File: config.mk
export PLATFORM = sky130hd
export DESIGN_NAME = aes_byte_loader
export DESIGN_NICKNAME = d
export VERILOG_FILES = /design/src/rtl/aes_byte_loader.sv
export SDC_FILE = /design/constraint.sdc
export NUM_CORES = 1
export LEC_CHECK = 0
export ABC_AREA = 1
export BUFFER_PORTS_ARGS = -buffer_cell sky130_fd_sc_hd__buf_2
export CORE_ASPECT_RATIO = 1.75
export CORE_MARGIN = 8
export CORE_UTILIZATION = 30
export DETAILED_ROUTE_END_ITERATION = 16
export SLEW_MARGIN = 20
export SYNTH_ARGS = -nofsm -noshare
export SYNTH_HDL_FRONTEND = slang
export SYNTH_SLANG_ARGS = --single-unit
File: constraint.sdc
create_clock -name clk -period 2 [get_ports clk]
set_input_delay 0.4 -clock clk [delete_from_list [all_inputs] [get_ports clk]]
set_output_delay 0.4 -clock clk [all_outputs]
set_load 0.01 [all_outputs]
File: src/rtl/aes_byte_loader.sv
// Feeds one key/plaintext pair to the 8-bit serial AES core: reset pulse, 16-byte load, then wait
// for the core's d_vld (or a timeout) before accepting the next pair.
module aes_byte_loader #(
    parameter int RST_CYC   = 2,
    parameter int TIMEOUT   = 1023,
    parameter bit MSB_FIRST = 1'b1
) (
    input  logic         clk,
    input  logic         rst_n,
    input  logic         in_valid,
    output logic         in_ready,
    input  logic [127:0] in_key,
    input  logic [127:0] in_data,
    output logic         core_rst,
    output logic [7:0]   key_byte,
    output logic [7:0]   data_byte,
    output logic         load_act,
    input  logic         core_vld,
    output logic         done,
    output logic         timeout,
    output logic         busy
);

    typedef enum logic [1:0] {
        S_IDLE,
        S_CRST,
        S_LOAD,
        S_WAIT
    } state_t;

    localparam logic [9:0] RST_LAST = 10'(RST_CYC - 1);
    localparam logic [9:0] TO_LAST  = 10'(TIMEOUT - 1);

    state_t       state;
    state_t       state_nxt;
    logic [9:0]   cnt;
    logic [9:0]   cnt_nxt;
    logic [127:0] key_reg;
    logic [127:0] data_reg;
    logic         vld_prev;
    logic         vld_rise;
    logic         accept;
    logic         byte_ld;
    logic [3:0]   byte_idx;

    function automatic logic [7:0] pick_byte(input logic [127:0] blk, input logic [3:0] idx);
        logic [3:0]   pos;
        logic [127:0] sh;
        pos = MSB_FIRST ? (4'd15 - idx) : idx;
        sh  = blk >> {pos, 3'b000};
        return sh[7:0];
    endfunction

    assign vld_rise = core_vld & ~vld_prev;

    always_comb begin
        state_nxt = state;
        cnt_nxt   = cnt;
        accept    = 1'b0;
        byte_ld   = 1'b0;
        byte_idx  = 4'd0;
        done      = 1'b0;
        timeout   = 1'b0;
        case (state)
            S_IDLE: begin
                if (in_valid) begin
                    accept    = 1'b1;
                    cnt_nxt   = 10'd0;
                    state_nxt = S_CRST;
                end
            end
            S_CRST: begin
                // Byte 0 is registered on the way out so it lines up with the first core_rst-low cycle.
                if (cnt == RST_LAST) begin
                    state_nxt = S_LOAD;
                    cnt_nxt   = 10'd0;
                    byte_ld   = 1'b1;
                    byte_idx  = 4'd0;
                end else begin
                    cnt_nxt = cnt + 10'd1;
                end
            end
            S_LOAD: begin
                if (cnt[3:0] == 4'd15) begin
                    state_nxt = S_WAIT;
                    cnt_nxt   = 10'd0;
                end else begin
                    cnt_nxt  = cnt + 10'd1;
                    byte_ld  = 1'b1;
                    byte_idx = cnt[3:0] + 4'd1;
                end
            end
            S_WAIT: begin
                // A rising d_vld takes priority over an expiring timeout in the same cycle.
                if (vld_rise) begin
                    done      = 1'b1;
                    state_nxt = S_IDLE;
                    cnt_nxt   = 10'd0;
                end else if (cnt == TO_LAST) begin
                    timeout   = 1'b1;
                    state_nxt = S_IDLE;
                    cnt_nxt   = 10'd0;
                end else begin
                    cnt_nxt = cnt + 10'd1;
                end
            end
            default: begin
                state_nxt = S_IDLE;
                cnt_nxt   = 10'd0;
            end
        endcase
    end

    always_ff @(posedge clk or negedge rst_n) begin
        if (!rst_n) begin
            state     <= S_IDLE;
            cnt       <= 10'd0;
            key_reg   <= 128'd0;
            data_reg  <= 128'd0;
            key_byte  <= 8'd0;
            data_byte <= 8'd0;
            vld_prev  <= 1'b0;
        end else begin
            state <= state_nxt;
            cnt   <= cnt_nxt;
            if (accept) begin
                key_reg  <= in_key;
                data_reg <= in_data;
            end
            if (byte_ld) begin
                key_byte  <= pick_byte(key_reg, byte_idx);
                data_byte <= pick_byte(data_reg, byte_idx);
            end else begin
                key_byte  <= 8'd0;
                data_byte <= 8'd0;
            end
            // Tracking d_vld through CRST/LOAD means a level already high at WAIT entry is not an edge.
            vld_prev <= (state == S_IDLE) ? 1'b0 : core_vld;
        end
    end

    assign in_ready = (state == S_IDLE);
    assign busy     = (state != S_IDLE);
    assign core_rst = (state == S_IDLE) || (state == S_CRST);
    assign load_act = (state == S_LOAD);

endmodule

# ---- Yosys cells after proc, flatten, opt, wreduce, memory -nomap -nowiden
# Cells that the tools add are included.
dict set report totals {
  regBits 285
  latch_bits 0
  ramBits 0
  romBits 0
  out_inout_bits 22
  word_cells 55
  memories 0
}
dict set report classes {
  add_sub_neg 3
  mul 0
  n_div 0
  magnitude_cmp 0
  n_eq_ne 10
  shift 2
  muxes 27
  bitwise_logic 2
  reduce_logical 4
}
# cell count
set ops {}
lappend ops {{right shift 128 x 7 -> 8 bit} 2}
lappend ops {{2-to-1 mux 10 bit} 5}
lappend ops {{one-hot mux 10 bit (4 select lines)} 1}
lappend ops {{2-to-1 mux 8 bit} 2}
lappend ops {{adder 10 x 1 -> 10 bit, second input constant} 1}
lappend ops {{equality test 10 x 1 -> 1 bit, second input constant} 1}
lappend ops {{equality test 10 bit, second input constant} 1}
lappend ops {{2-to-1 mux 1 bit} 10}
lappend ops {{2-to-1 mux 2 bit} 5}
lappend ops {{2-to-1 mux 4 bit} 2}
lappend ops {{one-hot mux 2 bit (4 select lines)} 1}
lappend ops {{adder 4 x 1 -> 4 bit, second input constant} 1}
lappend ops {{equality test 2 bit, second input constant} 2}
lappend ops {{equality test 4 bit, second input constant} 1}
lappend ops {{!= test 2 bit, second input constant} 2}
lappend ops {{AND reduction 4 bit} 1}
lappend ops {{subtractor 4 bit, first input constant} 1}
lappend ops {{!= test 3 bit, second input constant} 1}
lappend ops {{equality test 2 x 1 -> 1 bit, second input constant} 1}
lappend ops {{zero test 2 bit} 1}
lappend ops {{!= test 2 x 1 -> 1 bit, second input constant} 1}
lappend ops {{one-hot mux 1 bit (2 select lines)} 1}
lappend ops {{nonzero test 2 bit} 1}
lappend ops {{bitwise AND 1 bit} 1}
lappend ops {{other kinds (2)} 2}

# ---- Longest topological paths before layout
# Gate-level depths: netlist of the first run.
dict set report depth {
  depth_word 6
  ltp_mapped 13
  mapped_depth_nobuf 10
}

# ---- Least setup slack after synthesis of the first run
# Ideal clock, no wire load.
dict set report synth_path {
  path_kind {reg2reg}
  start {register cnt[0]}
  end {register data_byte[0]}
  setup_ns 0.117
  t_arrival_ns 2.120
  slack_ns -0.237
  path_stages_with_launch 14
  path_buffers 3
  period_less_slack_ns 2.237
  path_cell_list {dfrtp_1 inv_2 buf_2 clkbuf_1 ha_1 inv_1 nand3_1 inv_2 clkbuf_1 nand3_1 nand3_1 nand2_1 nor2_1 nor2_1}
}
dict set report synth_between {
  elab_chain_len 6
  elab_cells_between_ends 11
}
# item line
set synth_rtl {}
lappend synth_rtl {{start: declaration} 36} ;# logic [9:0] cnt;
lappend synth_rtl {{start signal: assignment} 125} ;# cnt <= cnt_nxt;
lappend synth_rtl {{adder 4 x 1 -> 4 bit or equality test 4 bit (tied branches)} {90, 84}}
lappend synth_rtl {{2-to-1 mux 4 bit} 84} ;# if (cnt[3:0] == 4'd15) begin
lappend synth_rtl {{2-to-1 mux 4 bit} -}
lappend synth_rtl {{subtractor 4 bit} 49} ;# pos = MSB_FIRST ? (4'd15 - idx) : idx;
lappend synth_rtl {{right shift 128 x 7 -> 8 bit} 50} ;# sh = blk >> {pos, 3'b000};
lappend synth_rtl {{2-to-1 mux 8 bit *} 130} ;# if (byte_ld) begin
lappend synth_rtl {{end signal: assignment} 132} ;# data_byte <= pick_byte(data_reg, byte_idx);
lappend synth_rtl {{end: declaration} 16} ;# output logic [7:0] data_byte,
# Every way passes the cells marked *; elsewhere a longest branch is shown, timed or not.
# A chain may end at the register's enable or synchronous reset.

# ---- Final worst setup path of the first run
dict set report layout_path {
  start {register cnt[0]}
  end {output port timeout}
}
dict set report layout_between {
  elab_chain_len 4
}
# item line
set layout_rtl {}
lappend layout_rtl {{equality test 10 bit} 99} ;# end else if (cnt == TO_LAST) begin
lappend layout_rtl {{2-to-1 mux 1 bit} 99}
lappend layout_rtl {{2-to-1 mux 1 bit} 95} ;# if (vld_rise) begin
lappend layout_rtl {{2-to-1 mux 1 bit} 64} ;# case (state)
lappend layout_rtl {{end: declaration} 20} ;# output logic timeout,
# Every way passes these cells.

==> results of run 1 <==
[synth_stat cells, drive strengths merged]
cell type    n
clkbuf      32
nor2        94
o21ai        6
buf         58
mux2       245
inv         38
o31ai        1
ha           8
or2          2
a21oi       14
nand3b       1
dfrtp      285
nand2      322
nand4       39
nor3         4
xor2         3
nand3      192
[metal layers]
| layer | up-vias | wire length (um) | track usage (%) |
|---|---|---|---|
| met1 | 5501 | 17800 | 19.8 |
| met5 | - | 13 | 0 |
| li1 | 5225 | - | - |
| met3 | 143 | 2230 | 3.10 |
| met4 | 2 | 4180 | 14.9 |
| met2 | 350 | 27500 | 35.4 |
[cells in the final DEF, fill, tap and decap left out, drive strengths merged]
| cell | synthesis | layout |
|---|---|---|
| buf | 58 | 399 |
| nand2 | 322 | 322 |
| dfrtp | 285 | 285 |
| mux2 | 245 | 245 |
| nand3 | 192 | 192 |
| nor2 | 94 | 94 |
| nand4 | 39 | 39 |
| clkbuf | 32 | 39 |
| inv | 38 | 38 |
| a21oi | 14 | 14 |
| diode | 0 | 13 |
| ha | 8 | 8 |
| clkinv | 0 | 7 |
| o21ai | 6 | 6 |
| bufbuf | 0 | 5 |
| nor3 | 4 | 4 |
| xor2 | 3 | 3 |
| clkinvlp | 0 | 3 |
| bufinv | 0 | 3 |
| or2 | 2 | 2 |
| o31ai | 1 | 1 |
| nand3b | 1 | 1 |
| dlygate4sd3 | 0 | 1 |
[kinds of logic after synthesis]
family / after synthesis / synth area share (%)
AOI/OAI and AO/OA: 21 / 0.833
xor gates and xnor gates: 3 / 0.194
adders and majority gates: 8 / 0.741
buffers and inverters: 128 / 4.19
DFF: 285 / 52.8
muxes: 245 / 20.4
and+or+nand+nor: 654 / 20.9
[stage by stage]
step	total power (W)	setup TNS, ps	setup slack [ps]
4_1_cts	0.0299	-2450	-388
5_1_grt	0.0318	-4560	-378
3_5_place_dp	0.0224	-1140	-143
6_report	0.0298	-2110	-217
2_1_floorplan	0.0175	0	9.23
3_3_place_gp	0.0221	-854	-122
[repair_timing]
action,in CTS,in global routing
setup endpoints to repair,22,31
hold buffers,1,0
pin swaps,17,4
gates resized for setup,99,13
setup buffers,14,9
hold endpoints to repair,47,0
gates cloned,8,0
[power by group through the flow]
stage               Clock (W)  Combinational [W]  Sequential (W)
floorplan                   0            0.00790         0.00956
global placement            0             0.0119          0.0102
detailed placement          0             0.0121          0.0103
CTS                   0.00590             0.0138          0.0102
global route          0.00611             0.0152          0.0105
finish                0.00573             0.0139          0.0102
[area by class of cell]
class / instances / area [um^2] / share of cell area, %
timing repair buffer: 405 / 3050 / 16.7
sequential: 285 / 7130 / 39.0
tap: 577 / 722 / 3.95
clock inverter: 13 / 166 / 0.909
inverter: 38 / 158 / 0.861
clock buffer: 39 / 835 / 4.56
antenna: 13 / 32.5 / 0.178
multi-input combinational: 931 / 6210 / 33.9
[worst min path at each step]
stage / start / to / slack (ps) / cells past startpoint
global route: in_data[82] / data_reg[82] / 20 / 2
global placement: rst_n / key_reg[40] / 390 / 1
detailed placement: rst_n / key_reg[40] / 380 / 1
finish: in_key[59] / key_reg[59] / 50 / 2
floorplan: rst_n / cnt[0] / 100 / 0
CTS: in_key[116] / key_reg[116] / 10 / 2
==> run_results.csv, run 1 <==
group,metric,value,unit
power,intPower,0.0186,W
sta,worst_pin_slew,569,ps
sta,drv_slew,0,
critical_path,worstSetupPathType,"reg -> out",
cells_and_area,drive_above_1_share,44.9,%
critical_path,r2r_setup_slack,-190,ps
sta,period_minus_slack,2220,ps
die,die_w,176,um
sta,setup_viol,19,
global_route,grt_max_degree,58,
die,io_pins,282,
logic_synthesis,synth_warnings,0,
global_route,antenna_found_initial,16,
logic_synthesis,post_synth_num_cell_types,25,
critical_path,ff2ff_path_depth,13,
cells_and_area,post-route-util,40.8,%
cells_and_area,final_nets,1959,
clocking,h-tree-depth,1,
routing,vias,11200,
routing,first_pass_iters,5,
placement,dp_hpwl,39100,um
routing,finalWirelength,51800,um
critical_path,endpoint_kind,"output pin",
routing,drt_iter0_markers,665,
clocking,cts_tree,"built",
clocking,cts_buffer_depth,3,
critical_path,crit_buf_inv,3,
clocking,clk_latency,580,ps
critical_path,critPathCapture,"timeout",
power,leakagePower,8.87,nW
critical_path,slowest_delay,390,ps
critical_path,regToRegEndpoint,"key_byte[5]",
critical_path,crit_chain,"buf_6, inv_4, ha_4, nand4_1, nor3_2, buf_2",
routing,wl_per_cell,22.5,um
sta,max_freq,451,MHz
power,power_density,1630,nW/um^2
power,power.switching,0.0112,W
flow_run,cap_violations,0,
logic_synthesis,yosysTopAreaCellShare,52.8,%
cells_and_area,design_area,18300,um^2
sta,rsz0062_at_grt,"true",
sta,hold_viol_final,0,
critical_path,cp.depth,6,
critical_path,critical_path.max_fanout,2,
clocking,clock_sinks,285,
cells_and_area,n_fill_cell,4399,
cells_and_area,fin_cells,2301,
worst_hold_path,hp-class,"in -> reg",
logic_synthesis,synth-seq-area-share,52.8,%
logic_synthesis,synth_area_leader_cell,"dfrtp_1",
logic_synthesis,synth_nets,1612,
die,coreArea,44800,um^2
sta,hold_ws,46.0,ps
critical_path,crit_start,"cnt[0]",
power,switching_share,37.5,%
critical_path,slowest_stage,"dfrtp_1",
power,pwr-share-clk,19.2,%
logic_synthesis,synth_area,13500,um^2
sta,fin_crit_sh,111,%
logic_synthesis,yosys-top-cells-area,"dfrtp_1, mux2_2, nand2_1",
routing,drcViolationCount,0,
sta,fin_ws,-217,ps
critical_path,cp.arrival,1820,ps
sta,maxSlewHeadroom,62.1,%
global_route,grt_pass1_wl,77300,um
run_status,status,"finished with violations",
die,start_util,30.1,%
power,p_comb_share,46.5,%
global_route,grt_pass1_vias,12700,
die,rows,103,
placement,dpl_cell_area,16300,um^2
critical_path,start_kind,"register",
logic_synthesis,synth_seq_cells,285,
clocking,cts_root_buf,"clkbuf_16",
clocking,numCtsBuffers,30,
logic_synthesis,synthCells,1344,
global_route,overflow,0,
placement,place_congestion,0.898,
die,die_y,297,um
critical_path,cp_top_family,"flip-flops",
clocking,path_clk_slew,60,ps
critical_path,worstPathRequired,1600,ps
routing,ant_nets,0,
sta,skew,26.7,ps
global_route,grt_util_all_layers,19.6,%
routing,viasPerCell,4.88,
power,seqPwrFrac,34.3,%
power,vdd_drop_max,0.00101,V
placement,portBuffers,281,
critical_path,reg2reg_from,"cnt[0]",
cells_and_area,syn2layout_area_growth,35.4,%
logic_synthesis,synth.avg_cell_area,10.1,um^2
run_status,violations,"setup timing",
placement,dp.cells,2205,
die,die_area,52400,um^2
Note: power is estimated with default switching activity, not from simulation.
==> run 2: changes to the inputs <==
--- a/config.mk
+++ b/config.mk
@@ -8,7 +8,7 @@
 export ABC_AREA = 1
 export BUFFER_PORTS_ARGS = -buffer_cell sky130_fd_sc_hd__buf_2
 export CORE_ASPECT_RATIO = 1.75
-export CORE_MARGIN = 8
+export CORE_MARGIN = 1
 export CORE_UTILIZATION = 30
 export DETAILED_ROUTE_END_ITERATION = 16
 export SLEW_MARGIN = 20
==> run_results.csv, run 2 (same netlist as run 1, synthesis figures left out) <==
group,metric,value,unit
run_status,status,"finished with violations",
run_status,violations,"setup timing",
sta,period_minus_slack,2160,ps
cells_and_area,ff_latch_area,7140,um^2
routing,finalWirelength,48800,um
routing,wl_per_cell,21.6,um
placement,dp.cells,2172,
routing,vias,11200,
power,switching_share,38.1,%
critical_path,r2r_setup_slack,-80,ps
global_route,antenna_found_initial,5,
critical_path,worstPathRequired,1600,ps
global_route,grt_max_degree,73,
sta,hold_ws,46.8,ps
routing,ant_nets,0,
die,die_y,283,um
die,die_area,45900,um^2
clocking,numCtsBuffers,30,
global_route,grt_pass1_wl,71500,um
placement,dpl_worst_slack,-243,ps
critical_path,critical_path.max_fanout,3,
clocking,cts_tree,"built",
power,power.switching,0.0111,W
routing,drt_iter0_markers,833,
sta,setup_viol,14,
clocking,cts_buffer_depth,3,
sta,max_freq,463,MHz
sta,rsz0062_at_grt,"true",
sta,fin_crit_sh,108,%
power,power_density,1640,nW/um^2
routing,first_pass_iters,7,
flow_run,cap_violations,0,
clocking,clock_sinks,285,
worst_hold_path,hold_depth,2,
power,vdd_drop_max,0.000873,V
clocking,clk_latency,580,ps
cells_and_area,final_cell_mix,"nand2_1, dfrtp_1, buf_2",
cells_and_area,mostFrequentLayoutCell,"nand2_1",
critical_path,regToRegEndpoint,"data_byte[1]",
cells_and_area,post-route-util,40.2,%
global_route,grt_pass1_vias,11900,
critical_path,worstSetupPathType,"reg -> out",
global_route,overflow,0,
power,intPower,0.0181,W
cells_and_area,multiInputGateArea,6140,um^2
sta,maxSlewHeadroom,73.0,%
placement,place_congestion,0.870,
die,start_util,30.5,%
worst_hold_path,min_to,"data_reg[41]",
die,coreArea,44300,um^2
sta,skew,15.3,ps
clocking,path_clk_slew,70,ps
clocking,h-tree-depth,1,
placement,portBuffers,281,
sta,fin_ws,-158,ps
die,die_w,162,um
critical_path,cp.arrival,1760,ps
critical_path,start_kind,"register",
placement,dp_hpwl,35600,um
cells_and_area,n_fill_cell,4346,
sta,worst_pin_slew,406,ps
worst_hold_path,hp-class,"in -> reg",
critical_path,reg2reg_from,"cnt[0]",
power,seqPwrFrac,35.0,%
power,leakagePower,8.62,nW
critical_path,ff2ff_path_depth,12,
cells_and_area,syn2layout_area_growth,31.8,%
sta,drv_slew,0,
sta,hold_viol_final,0,
die,io_pins,282,
die,rows,102,
worst_hold_path,min-delay-start,"in_data[41]",
global_route,grt_util_all_layers,21.2,%
critical_path,endpoint_kind,"output pin",
clocking,cts_root_buf,"clkbuf_16",
routing,viasPerCell,4.97,
routing,drcViolationCount,0,
power,p_comb_share,45.4,%
cells_and_area,drive_above_1_share,44.3,%
power,pwr-share-clk,19.6,%
cells_and_area,fin_cells,2263,
cells_and_area,final_nets,1934,
-- run 2: worst max path at each step --
stage                     startpoint           end  slack, ps  cells after the start
final                         cnt[0]       timeout       -160                      6
after global placement        cnt[0]  data_byte[1]       -220                     11
after detailed placement      cnt[0]  data_byte[6]       -240                     11
after CTS                     cnt[0]       timeout       -180                      6
after global routing          cnt[0]       timeout       -240                      6
after floorplan               cnt[0]  data_byte[0]          9                     13
-- run 2: power groups by stage --
stage,combinational (W),clock [W],sequential [W]
final,0.0132,0.00571,0.0102
after global routing,0.0144,0.00609,0.0105
after CTS,0.0129,0.00587,0.0102
after detailed placement,0.0115,0,0.0103
after global placement,0.0113,0,0.0102
after floorplan,0.00790,0,0.00956
-- run 2: area by class of cell --
class                           count  area share, %
Antenna cell                        2         0.0281
Inverter                           38          0.913
Timing Repair Buffer              379           14.9
Tap cell                          572           4.02
Timing Repair inverter              1         0.0281
Multi-Input combinational cell    931           34.5
Clock inverter                     14          0.899
Clock buffer                       41           4.73
Sequential cell                   285           40.1
-- run 2: what timing repair did --
item,in CTS,in global routing
endpoints found under the hold margin,25,0
pin swaps,7,8
hold buffers,1,0
gates resized for setup,67,54
gates cloned,6,1
endpoints found under the setup margin,21,33
buffers inserted,20,6
-- run 2: critical path: stages (launching register included) --
cell,delay (ps)
dfrtp_2,430
inv_4,80
ha_4,130
nand4_1,110
buf_6,160
nor3_4,100
buf_2,150
-- run 2: metrics by stage --
step                      instance area (um^2)  TNS (ps)  power, W
after floorplan                          13500         0    0.0175
after global placement                   15900     -1330    0.0215
after detailed placement                 15900     -1730    0.0218
after CTS                                17600      -618    0.0289
after global routing                     17800     -2410    0.0310
final                                    17800      -531    0.0292
-- run 2: routing by layer --
metal | vias to the layer above | global-route usage [%] | wire length (um) | part of all wire, %
met5 | - | 0 | 25 | 0.051
met3 | 125 | 2.54 | 2230 | 4.6
li1 | 5188 | - | - | -
met1 | 5522 | 22.0 | 17100 | 35
met4 | 4 | 14.0 | 3360 | 6.9
met2 | 406 | 39.5 | 26100 | 54
